--- src/rtl/div_unit_pkg.sv ---
// Shared encodings for the multi-cycle divider: FSM states, start/ready levels
// and the width of the packed {HI, LO} result bus.
package div_unit_pkg;

    typedef enum logic [1:0] {
        DIV_FREE    = 2'b00,
        DIV_BY_ZERO = 2'b01,
        DIV_ON      = 2'b10,
        DIV_END     = 2'b11
    } div_state_e;

    localparam logic DIV_START            = 1'b1;
    localparam logic DIV_STOP             = 1'b0;
    localparam logic DIV_RESULT_READY     = 1'b1;
    localparam logic DIV_RESULT_NOT_READY = 1'b0;

    localparam int DOUBLE_REG_BUS = 64;

endpackage

--- src/rtl/div_unit_step.sv ---
// One restoring-division iteration: shift one dividend bit into the partial
// remainder, trial-subtract the divisor and restore when it does not fit.
module div_unit_step #(
    parameter int WIDTH = 32
) (
    input  logic [WIDTH-1:0] rem,
    input  logic             shift_in,
    input  logic [WIDTH-1:0] divisor,
    output logic [WIDTH-1:0] rem_next,
    output logic             q_bit
);

    logic [WIDTH:0] trial;

    assign trial = {rem, shift_in};

    // A set top bit means the trial value exceeds any WIDTH-bit divisor; the
    // kept difference is always below the divisor, so WIDTH bits hold it.
    assign q_bit    = trial[WIDTH] | (trial[WIDTH-1:0] >= divisor);
    assign rem_next = q_bit ? (trial[WIDTH-1:0] - divisor) : trial[WIDTH-1:0];

endmodule

--- src/rtl/div_unit.sv ---
// Radix-2 restoring divider for DIV/DIVU. Result is {remainder, quotient};
// handshake: start_i held high requests a division, ready_o (registered)
// stays high with a stable result until start_i is dropped.
module div_unit
    import div_unit_pkg::*;
#(
    parameter int WIDTH = 32,
    parameter int CNT_W = 6
) (
    input  logic               clk,
    input  logic               rst,
    input  logic               signed_div_i,
    input  logic [WIDTH-1:0]   opdata1_i,
    input  logic [WIDTH-1:0]   opdata2_i,
    input  logic               start_i,
    input  logic               annul_i,
    output logic [2*WIDTH-1:0] result_o,
    output logic               ready_o
);

    div_state_e       state;
    div_state_e       state_next;
    logic [CNT_W-1:0] cnt;
    logic [WIDTH-1:0] rem;
    logic [WIDTH-1:0] quo;
    logic [WIDTH-1:0] divisor;
    logic             sgn_div;
    logic             dvd_neg;
    logic             dvs_neg;

    logic [WIDTH-1:0] rem_next;
    logic             q_bit;
    logic [WIDTH-1:0] op1_mag;
    logic [WIDTH-1:0] op2_mag;
    logic [WIDTH-1:0] quo_fix;
    logic [WIDTH-1:0] rem_fix;
    logic             accept;
    logic             last_step;

    div_unit_step #(.WIDTH(WIDTH)) u_step (
        .rem      (rem),
        .shift_in (quo[WIDTH-1]),
        .divisor  (divisor),
        .rem_next (rem_next),
        .q_bit    (q_bit)
    );

    assign accept    = (start_i == DIV_START) && !annul_i;
    assign last_step = (cnt == CNT_W'(WIDTH));

    assign op1_mag = (signed_div_i && opdata1_i[WIDTH-1]) ? ('0 - opdata1_i) : opdata1_i;
    assign op2_mag = (signed_div_i && opdata2_i[WIDTH-1]) ? ('0 - opdata2_i) : opdata2_i;

    // Truncating signed division: quotient sign from the XOR, remainder follows dividend.
    assign quo_fix = (sgn_div && (dvd_neg ^ dvs_neg)) ? ('0 - quo) : quo;
    assign rem_fix = (sgn_div && dvd_neg) ? ('0 - rem) : rem;

    always_comb begin
        state_next = state;
        case (state)
            DIV_FREE: begin
                if (accept) state_next = (opdata2_i == '0) ? DIV_BY_ZERO : DIV_ON;
            end
            DIV_BY_ZERO: state_next = DIV_END;
            DIV_ON: begin
                if (annul_i)        state_next = DIV_FREE;
                else if (last_step) state_next = DIV_END;
            end
            DIV_END: begin
                if (start_i == DIV_STOP) state_next = DIV_FREE;
            end
            default: state_next = DIV_FREE;
        endcase
    end

    always_ff @(posedge clk) begin
        if (rst) state <= DIV_FREE;
        else     state <= state_next;
    end

    always_ff @(posedge clk) begin
        if (rst) begin
            cnt      <= '0;
            rem      <= '0;
            quo      <= '0;
            divisor  <= '0;
            sgn_div  <= 1'b0;
            dvd_neg  <= 1'b0;
            dvs_neg  <= 1'b0;
            result_o <= '0;
            ready_o  <= DIV_RESULT_NOT_READY;
        end else begin
            case (state)
                DIV_FREE: begin
                    if (accept) begin
                        cnt     <= '0;
                        rem     <= '0;
                        quo     <= op1_mag;
                        divisor <= op2_mag;
                        sgn_div <= signed_div_i;
                        dvd_neg <= opdata1_i[WIDTH-1];
                        dvs_neg <= opdata2_i[WIDTH-1];
                    end
                end
                DIV_BY_ZERO: begin
                    result_o <= '0;
                    ready_o  <= DIV_RESULT_READY;
                end
                DIV_ON: begin
                    if (annul_i) begin
                        cnt      <= '0;
                        result_o <= '0;
                        ready_o  <= DIV_RESULT_NOT_READY;
                    end else if (!last_step) begin
                        rem <= rem_next;
                        quo <= {quo[WIDTH-2:0], q_bit};
                        cnt <= cnt + CNT_W'(1);
                    end else begin
                        result_o <= {rem_fix, quo_fix};
                        ready_o  <= DIV_RESULT_READY;
                    end
                end
                DIV_END: begin
                    if (start_i == DIV_STOP) begin
                        result_o <= '0;
                        ready_o  <= DIV_RESULT_NOT_READY;
                    end
                end
                default: ;
            endcase
        end
    end

endmodule

--- config.mk ---
export PLATFORM = sky130hd
export DESIGN_NAME = div_unit
export DESIGN_NICKNAME = d
export VERILOG_FILES = /design/src/rtl/div_unit_pkg.sv /design/src/rtl/div_unit_step.sv /design/src/rtl/div_unit.sv
export SDC_FILE = /design/constraint.sdc
export NUM_CORES = 1
export LEC_CHECK = 0
export BUFFER_PORTS_ARGS = -buffer_cell sky130_fd_sc_hd__clkbuf_2
export CAP_MARGIN = 10
export CORE_ASPECT_RATIO = 0.9
export CORE_MARGIN = 3
export CORE_UTILIZATION = 43
export DETAILED_ROUTE_END_ITERATION = 8
export PLACE_DENSITY = 0.66
export REMOVE_ABC_BUFFERS = 1
export SLEW_MARGIN = 20
export SYNTH_ARGS = -nofsm -noshare
export SYNTH_HDL_FRONTEND = slang
export SYNTH_HIERARCHICAL = 1
export SYNTH_SLANG_ARGS = --single-unit
--- constraint.sdc ---
create_clock -name clk -period 6.4 [get_ports clk]
set_clock_uncertainty 0.15 [all_clocks]
set_input_delay 1.28 -clock clk [delete_from_list [all_inputs] [get_ports clk]]
set_output_delay 1.28 -clock clk [all_outputs]
set_load 0.005 [all_outputs]
==> key figures, run 1 <==
CTS
  • Post-CTS Hold Fix Bufs: 0
  • CTS tree: yes
  • Clock latency on the worst-skew pair: 0.43 ns
  • CTS Root Cell: clkbuf_16
  • CTS clk-pin slew, worst paths: 0.07 ns
  • Total CTS buffers: 17
  • Max H-tree Level: 4
  • Postcts setup bufs: 0
  • CTS max path bufs: 2
  • Post-CTS resize count: 0
  • # clock sinks: between 150 and 200

Logic synthesis
  • Post-Syn Area: 11400 um^2
  • Asr flop ratio synth: 0%
  • EDFF count, synth: 0
  • Register area share after synthesis: 30.2%
  • Register bit count reported by yosys: 172
  • Synth cell types: 83
  • Cells after Synth: 1504
  • Dominant synthesized flop cell: dfxtp_1
  • Largest area contributor in the netlist: dfxtp_1
  • Yosys Warn Count: 6
  • Syn_area_per_cell: between 7 and 8 um^2
  • Synth area leaders: dfxtp_1, nand2_1, xor2_1
  • Area fraction of the dominant cell type after synthesis: 30.2%

Cells and area
  • Register area: about 3400 um^2
  • Final Util: around 50%
  • Synth-to-Final Area Change: 12.5%
  • Filler cells: 2584
  • Multi-input gate area: around 7400 um^2
  • Layout cells sized above 1: 13.6%
  • Nets: 1675
  • Finished Layout Cells: about 1900

Pwr
  • Switching share of power: a little under a third
  • Power per cell area: 211 nW/um^2
  • VDD IR max: about 0.00014 V
  • Clock share of power: 39.1%
  • Sw power: roughly 840 uW
  • Internal power: 1.87 mW
  • Leakage Power: 4.82 nW
  • Power Total: 2.71 mW
  • Comb pwr share: 18.8%
  • Sequential fraction of design power: between 40% and 50%

Critical path
  • Arr. time, crit path: 4.03 ns
  • CP endpoint kind: flip-flop
  • Critical Path Fanout Max: 25
  • Worst Path Required: 6.59 ns
  • WS Path Type: primary input to flip-flop
  • Startpoint types: primary input

Detailed routing
  • DRT iter0 DRCs: 1022
  • Pre-Repair DR Iteration Count: 5
  • Met1 wire length: roughly 16000 um
  • Highest routed layer: met5
  • Met3 WL post-DR: 2160 um
  • Routed WL: between 30000 and 40000 um
  • DR WL/cell: 17.7 um
  • Vias: 11300
  • Post-DRT Antenna Nets: 0
  • WL met2: 15400 um
  • Post-route DRC: 0
  • Vias per cell: 5.90

Floorplanning
  • I/O pin count: 134
  • Die ar.: between 20000 and 30000 um^2
  • CORE AREA: ~26000 um^2
  • Die height: 160 um
  • Row count: 55
  • Overall die width: about 180 um
  • Starting Density: 44.5%

STA
  • Fin. Hold Viols: 0
  • Peak Freq: between 0.2 and 0.3 GHz
  • Setup Viol. Count Final: 0
  • Worst hold margin: between 0.2 and 0.3 ns
  • Slew margin rel.: 20.2%
  • Setup TNS: 0 ns
  • Worst-margin pin slew: 1.19 ns
  • Final Cycle Share: 60.0%
  • Max Slew Vio Count: 0
  • Fin crit period: 3.84 ns
  • RSZ-0062 raised after global routing: no

Global routing
  • First-pass GRT wire length: 54600 um
  • Initial antenna violation count: 1
  • Largest net degree at the start of global routing: 73
  • Grt total ovfl: 0
  • Tot GR Track Use: 23.5%
  • Number of global-route vias before repair: 10400

Placed design
  • Dpl cells: 1889
  • Hpwl dp: 24300 um
  • Port Buffers: around 130
  • Gpl congestion: 0.947

Status
  • Outcome: finished clean

Worst hold path
  • HP Class: flip-flop to flip-flop

Flow run
  • Max_cap viols: 0
[critical path: stages]
cell and delay, ns:
clkbuf_2 0.19, or4b_1 0.85, nand2_1 0.82, buf_4 0.43, o21ai_0 0.15, a221oi_1 0.28
[logic make-up (layout without fill, tap and decap cells)]
kind of cell / count (synthesis) / in the layout / synth area share [%]
AND/OR/NAND/NOR: 519 / 519 / 22.4
AO/OA/AOI/OAI: 466 / 466 / 26.3
flip-flops: 172 / 172 / 30.2
buffers and inverters: 166 / 241 / 5.76
XOR/XNOR: 134 / 134 / 10.3
adder cells (fa/ha/maj): 39 / 39 / 4.35
multiplexers: 8 / 8 / 0.702
other: 0 / 1 / 0
[placed cells by master (no fill, tap or decap), drive strengths merged, types with 10 or more instances in the layout]
cell type	n
nand2	187
dfxtp	172
clkbuf	151
o21ai	144
a21oi	113
nor2	95
nand3	70
inv	69
xor2	68
xnor2	66
nor3	40
ha	38
o31ai	35
nor4	24
a31oi	23
or3	20
a21o	18
a211oi	15
or4	15
o41ai	15
a22oi	14
buf	13
and3	11
nand4	10
[layout make-up]
| class | count | area share [%] |
|---|---|---|
| antenna | 1 | 0.0195 |
| clock buffer | 19 | 3.45 |
| clock inverter | 12 | 1.08 |
| inverter | 65 | 1.90 |
| multi-input combinational | 1166 | 57.4 |
| sequential | 172 | 26.8 |
| tap | 342 | 3.34 |
| timing repair buffer | 145 | 5.99 |
[worst paths after layout]
check                           cells after the start  slack [ns]    startpoint            to
worst max register to register                     12        2.82       rem[24]        rem[5]
worst min-delay path                                2        0.30  result_o[47]  result_o[47]
worst min register to register                      2        0.30  result_o[47]  result_o[47]
worst max-delay path                                6        2.56       annul_i       quo[20]
[synthesized netlist by cell type (all sizes together) (11+ instances only)]
library cell / instances
and3: 11
a31oi: 23
xnor2: 66
or4: 15
buf: 14
a21oi: 113
nand2: 187
a21o: 18
nand3: 70
nor4: 24
ha: 38
a211oi: 15
o31ai: 35
o41ai: 15
or3: 20
nor2: 95
clkbuf: 87
nor3: 40
a22oi: 14
xor2: 68
dfxtp: 172
o21ai: 144
inv: 65
[through the flow]
| stage | setup slack [ns] | cell area, um^2 |
|---|---|---|
| 3_5_place_dp | 2.16 | 12200 |
| 2_1_floorplan | -0.792 | 11000 |
| 6_report | 2.56 | 12800 |
| 3_3_place_gp | 2.22 | 12200 |
| 5_1_grt | 2.40 | 12800 |
| 4_1_cts | 2.62 | 12800 |
[state kept, by name, indices dropped and copies added, names as in the netlist]
register	flops
cnt	6
rem	32
sgn_div	1
dvd_neg	1
ready_o	1
quo	32
state	2
divisor	32
result_o	64
dvs_neg	1
[power by group through the flow]
stage	combinational (mW)	sequential (mW)	clock, mW
after floorplan	0.333	1.15	0
after global placement	0.485	1.16	0
after detailed placement	0.492	1.17	0
after CTS	0.496	1.14	1.08
after global routing	0.560	1.15	1.12
final	0.509	1.14	1.06
[per-layer routing]
metal  vias up  track usage [%]
met4         2             6.14
li1       5564                -
met5         -                0
met3        50             3.92
met2       378             36.8
met1      5349             33.4
Note: power is estimated with default switching activity, not from simulation.
==> run 2, diff against run 1 <==
--- a/config.mk
+++ b/config.mk
@@ -11,7 +11,7 @@
 export CORE_MARGIN = 3
 export CORE_UTILIZATION = 43
 export DETAILED_ROUTE_END_ITERATION = 8
-export PLACE_DENSITY = 0.66
+export PLACE_DENSITY = 0.68
 export REMOVE_ABC_BUFFERS = 1
 export SLEW_MARGIN = 20
 export SYNTH_ARGS = -nofsm -noshare
==> constraint.sdc (replaced) <==
create_clock -name clk -period 3.2 [get_ports clk]
set_clock_uncertainty 0.15 [all_clocks]
set_input_delay 0.64 -clock clk [delete_from_list [all_inputs] [get_ports clk]]
set_output_delay 0.64 -clock clk [all_outputs]
set_load 0.005 [all_outputs]
==> run 2 against run 1 <==
  * Global-route usage is 0.76 points higher
  * Utilization is 1.8 points higher
  * Flip-flop and latch count stayed put
  * Register-to-register slack worse by 2.7 ns
  * Sequential power is 100% higher
  * Critical path type is now flip-flop to flip-flop
==> key figures, run 2 (same netlist as run 1, synthesis figures left out) <==
Status
  • Outcome: finished clean

Detailed routing
  • Post-DRT Antenna Nets: 0 (unchanged)
  • Routed WL: 35400 um (+3.9%)
  • DRT iter0 DRCs: 1073 (+5.0%)
  • DR WL/cell: 17.9 um (+0.97%)
  • Post-route DRC: 0 (unchanged)
  • Pre-Repair DR Iteration Count: 5 (unchanged)
  • Vias per cell: 5.92 (+0.29%)
  • Vias: 11700 (+3.2%)

Floorplanning
  • Starting Density: 44.5% (unchanged)
  • Overall die width: 178 um (unchanged)
  • Die height: 160 um (unchanged)
  • Row count: 55 (unchanged)
  • Die ar.: 28500 um^2 (unchanged)
  • I/O pin count: 134 (unchanged)
  • CORE AREA: 25600 um^2 (unchanged)

STA
  • Setup TNS: 0 ns (unchanged)
  • Setup Viol. Count Final: 0 (unchanged)
  • Peak Freq: 0.329 GHz
  • Worst-margin pin slew: 0.820 ns (-0.368 ns)
  • Setup slack after layout: 0.156 ns (-2.40 ns)
  • Fin crit period: 3.04 ns
  • Worst hold margin: 0.292 ns (-0.00323 ns)
  • Final Cycle Share: 95.1%
  • Fin. Hold Viols: 0 (unchanged)
  • Max Slew Vio Count: 0 (unchanged)
  • Slew margin rel.: 45.4% (+25 points)
  • RSZ-0062 raised after global routing: yes

Worst hold path
  • HP Class: flip-flop to flip-flop

Global routing
  • Tot GR Track Use: 24.2% (+0.76 points)
  • Initial antenna violation count: 2 (+1)
  • First-pass GRT wire length: 56400 um (+3.2%)
  • Largest net degree at the start of global routing: 90 (+23%)
  • Number of global-route vias before repair: 10600 (+2.2%)
  • Grt total ovfl: 0 (unchanged)

Pwr
  • Power Total: 5.36 mW (+98%)
  • VDD IR max: 0.000288 V (+110%)
  • Leakage Power: 5.11 nW (+5.9%)
  • Power per cell area: 403 nW/um^2 (+91%)

Placed design
  • Dpl cells: 1945 (+3.0%)
  • Post-DP Area: 12700 um^2 (+4.0%)
  • Port Buffers: 133 (unchanged)
  • Gpl congestion: 0.908 (-4.1%)
  • Hpwl dp: 25400 um (+4.7%)
  • Pre-CTS setup slack: 0.144 ns (-2.02 ns)

CTS
  • CTS clk-pin slew, worst paths: 0.07 ns (about the same)
  • Max H-tree Level: 4 (unchanged)
  • # clock sinks: 172 (unchanged)
  • CTS Root Cell: clkbuf_16
  • Clock latency on the worst-skew pair: 0.44 ns (about the same)
  • CTS max path bufs: 2 (unchanged)
  • CTS tree: yes
  • Total CTS buffers: 17 (unchanged)
  • Post-CTS Hold Fix Bufs: 0 (unchanged)

Critical path
  • Arr. time, crit path: 3.26 ns (-0.77 ns)
  • Critical Path Fanout Max: 6 (-76%)
  • Worst Path Required: 3.42 ns (-3.17 ns)
  • FF-to-FF End: rem[31]
  • WS Path Type: flip-flop to flip-flop
  • Cell depth of the worst flop-to-flop path: 11 (-1)
  • CP endpoint kind: flip-flop
  • Crit path to: rem[31]
  • FF-to-FF setup slack: 0.16 ns (-2.66 ns)
  • Origin of the worst setup path: rem[19]
  • Startpoint types: flip-flop
  • Worst r2r src: rem[19]

Cells and area
  • Post-route cell area: 13300 um^2 (+3.6%)
  • Most frequent cells in the layout: nand2_1, dfxtp_1, clkbuf_2
  • Final Util: 51.9% (+1.8 points)
  • Nets: 1731 (+3.3%)
  • Commonest non-fill, non-tap cell in the layout: nand2_1
  • Finished Layout Cells: 1978 (+2.9%)
  • Max FFs per register: 64 (unchanged)
  • Synth-to-Final Area Change: 16.6%
  • Layout cells sized above 1: 17.0% (+3.5 points)
  • Biggest register: result_o

Flow run
  • Max_cap viols: 0 (unchanged)
-- run 2: cell types whose count changed in the layout (fill, tap and decap cells not counted), moves of 2 or more --
cell | previous run | this run
bufinv_16 | 2 | 0
o31ai_2 | 0 | 2
clkinv_4 | 1 | 3
a21oi_2 | 3 | 5
o31ai_1 | 35 | 33
buf_4 | 11 | 63
buf_12 | 1 | 5
a21oi_1 | 110 | 108
-- run 2: how the worst min path moves through the flow --
stage	start	to	slack (ns)	cells after the start
floorplan	divisor[0]	divisor[0]	0.28	2
global placement	result_o[62]	result_o[62]	0.28	2
detailed placement	result_o[6]	result_o[6]	0.29	2
CTS	result_o[6]	result_o[6]	0.30	2
global route	result_o[46]	result_o[46]	0.32	2
finish	result_o[6]	result_o[6]	0.29	2
-- run 2: critical path, stage by stage, from the launching register on --
cell and delay (ns):
dfxtp_1 0.45, ha_1 0.31, and3_1 0.25, nand2_1 0.11, nand3_1 0.09, a31o_1 0.28, or3_1 0.36, o22ai_4 0.29
inv_1 0.17, a311oi_1 0.24, nand3_1 0.10, a21oi_1 0.17
-- run 2: where the power goes --
group	internal (mW)	switching, mW
clock	1.03	0.973
combinational	0.401	0.675
sequential	2.21	0.0742
total	3.63	1.72
-- run 2: routing by layer --
layer	wire length, um	global-route usage, %	vias to the layer above
li1	-	-	5680
met1	16500	35.2	5542
met2	15600	36.4	432
met3	2600	4.42	51
met4	688	7.46	2
met5	13	0	-
-- run 2: area by class of cell --
type / count / area (um^2)
fillers: 2543 / 12300
multi-input cells: 1166 / 7390
flip-flops and latches: 172 / 3440
repair buffers: 201 / 1240
clock buffers: 18 / 439
well taps: 342 / 428
inverters: 65 / 244
clock inverters: 13 / 110
diodes: 1 / 2.50
-- run 2: what timing repair did --
item	in CTS	in global routing
endpoints found under the setup margin	0	25
gates resized for setup	0	8
setup buffers	0	1
==> run 3, diff against run 2 <==
--- a/config.mk
+++ b/config.mk
@@ -11,6 +11,7 @@
 export CORE_MARGIN = 3
 export CORE_UTILIZATION = 43
 export DETAILED_ROUTE_END_ITERATION = 8
+export MAX_ROUTING_LAYER = met4
 export PLACE_DENSITY = 0.68
 export REMOVE_ABC_BUFFERS = 1
 export SLEW_MARGIN = 20
==> run 3 against run 2 <==
  * Critical path depth increased by 3
  * Routed wire length increased by 0.93%
  * Global-route usage rose by 0.78 points
  * Setup slack lost 0.00052 ns
  * Critical endpoint unchanged
==> key figures, run 3 (same netlist as run 1, synthesis figures left out) <==
Cells and area
  • Filler cells: 2502 (-1.6%)
  • Nets: 1736 (+0.29%)
  • Final Util: 52.3% (+0.38 points)
  • Most frequent cells in the layout: nand2_1, dfxtp_1, clkbuf_2
  • Commonest non-fill, non-tap cell in the layout: nand2_1
  • Synth-to-Final Area Change: 17.4%
  • Layout cells sized above 1: 17.2% (+0.24 points)
  • Max FFs per register: 64 (unchanged)
  • Biggest register: result_o
  • Post-route cell area: 13400 um^2 (+0.72%)
  • Finished Layout Cells: 1986 (+0.40%)

Status
  • Outcome: finished clean

STA
  • Max Slew Vio Count: 0 (unchanged)
  • Worst-margin pin slew: 0.787 ns (-0.0328 ns)
  • Setup slack after layout: 0.155 ns (-0.000522 ns)
  • Worst hold margin: 0.294 ns (+0.00169 ns)
  • Setup TNS: 0 ns (unchanged)
  • Setup Viol. Count Final: 0 (unchanged)
  • Fin. Hold Viols: 0 (unchanged)
  • Fin crit period: 3.04 ns (+0.000522 ns)
  • Peak Freq: 0.328 GHz (about the same)
  • Final Cycle Share: 95.1% (about the same)
  • Slew margin rel.: 47.6% (+2.2 points)

Detailed routing
  • Post-DRT Antenna Nets: 0 (unchanged)
  • Met3 WL post-DR: 2580 um (-0.58%)
  • Vias: 11700 (-0.12%)
  • Highest routed layer: met4
  • Pre-Repair DR Iteration Count: 7 (+2)
  • WL met2: 15800 um (+1.7%)
  • Routed WL: 35700 um (+0.93%)
  • Vias per cell: 5.89 (-0.52%)
  • Met1 wire length: 16900 um (+2.1%)
  • Post-route DRC: 0 (unchanged)
  • DRT iter0 DRCs: 1032 (-3.8%)
  • DR WL/cell: 18.0 um (+0.52%)

CTS
  • Post-CTS Hold Fix Bufs: 0 (unchanged)
  • CTS Root Cell: clkbuf_16
  • Clock latency on the worst-skew pair: 0.43 ns (about the same)
  • CTS max path bufs: 2 (unchanged)
  • CTS tree: yes
  • # clock sinks: 172 (unchanged)
  • Total CTS buffers: 17 (unchanged)
  • Max H-tree Level: 4 (unchanged)
  • CTS clk-pin slew, worst paths: 0.07 ns (about the same)

Placed design
  • Hpwl dp: 25500 um (+0.39%)
  • Post-DP Area: 12700 um^2 (+0.24%)
  • Port Buffers: 133 (unchanged)
  • Dpl cells: 1949 (+0.21%)
  • Gpl congestion: 0.933 (+2.8%)
  • Pre-CTS setup slack: 0.0859 ns (-0.0578 ns)

Global routing
  • Initial antenna violation count: 2 (unchanged)
  • Number of global-route vias before repair: 10700 (+0.77%)
  • Tot GR Track Use: 25.0% (+0.78 points)
  • First-pass GRT wire length: 56600 um (+0.40%)
  • Largest net degree at the start of global routing: 90 (unchanged)
  • Grt total ovfl: 0 (unchanged)

Critical path
  • Cell Chain, Critical Path: inv_1, ha_1, fa_1, nor2b_2, o31ai_2, a21o_1, a21o_1, a21oi_2, o22ai_4, inv_1, nor2_1, a311oi_1, nand3_1, a21oi_1
  • Worst Path Required: 3.41 ns (about the same)
  • CP endpoint kind: flip-flop
  • Cell with the largest stage delay on the worst path: fa_1
  • Critical Path Fanout Max: 6 (unchanged)
  • Arr. time, crit path: 3.26 ns (about the same)
  • Worst path max stage delay: 0.43 ns (-0.02 ns)
  • Startpoint types: flip-flop
  • WS Path Type: flip-flop to flip-flop

Floorplanning
  • Overall die width: 178 um (unchanged)
  • CORE AREA: 25600 um^2 (unchanged)
  • Die ar.: 28500 um^2 (unchanged)
  • Starting Density: 44.5% (unchanged)
  • Row count: 55 (unchanged)
  • I/O pin count: 134 (unchanged)
  • Die height: 160 um (unchanged)

Pwr
  • Power Total: 5.54 mW (+3.5%)
  • Leakage Power: 5.16 nW (+1.1%)
  • VDD IR max: 0.000332 V (+15%)
  • Power per cell area: 414 nW/um^2 (+2.7%)

Worst hold path
  • HP Class: flip-flop to flip-flop

Flow run
  • Max_cap viols: 0 (unchanged)
==> run 3: changes by cell type in the layout (fill, tap and decap cells not counted), sizes merged <==
cell and delta:
buf +4, bufinv +2, diode +2, clkbuf +1
clkinvlp -1
==> run 3: worst max-delay path: cells and delay by family (launching register included) <==
| kind | cells | cell delay (ns) |
|---|---|---|
| adder cells (fa/ha/maj) | 2 | 0.63 |
| AO/OA/AOI/OAI | 7 | 1.30 |
| buffers and inverters | 2 | 0.22 |
| flip-flops | 1 | 0.34 |
| AND/OR/NAND/NOR | 3 | 0.32 |
==> run 3: final cells by class <==
cell class / instances / area (um^2) / share of cell area (%)
sequential: 172 / 3440 / 25.7
clock buffer: 18 / 439 / 3.28
timing repair buffer: 206 / 1270 / 9.51
inverter: 65 / 244 / 1.82
antenna: 3 / 7.51 / 0.0561
multi-input combinational: 1166 / 7400 / 55.2
clock inverter: 14 / 159 / 1.19
tap: 342 / 428 / 3.20
==> run 3: per-layer routing <==
metal,global-route usage (%),vias to the layer above
met4,5.46,0
met3,3.71,37
met2,37.0,456
met1,36.1,5504
li1,-,5696
met5,-,-
==> run 3: power breakdown <==
| part | internal, mW | switching (mW) | total (mW) |
|---|---|---|---|
| Clock | 1.19 | 0.984 | 2.17 |
| Sequential | 2.21 | 0.0748 | 2.28 |
| Combinational | 0.406 | 0.683 | 1.09 |
| Total | 3.80 | 1.74 | 5.54 |
==> run 3: path summary, 6_finish.rpt <==
| check | end | start | cells after the start | slack [ns] |
|---|---|---|---|---|
| setup / recovery | rem[31] | quo[31] | 14 | 0.16 |
| hold reg to reg | result_o[62] | result_o[62] | 2 | 0.29 |
| hold / removal | result_o[62] | result_o[62] | 2 | 0.29 |
| setup reg to reg | rem[31] | quo[31] | 14 | 0.16 |
==> run 3: what timing repair did <==
action	in CTS	in global routing
resized for setup	0	9
buffers inserted	0	2
setup endpoints to repair	0	33
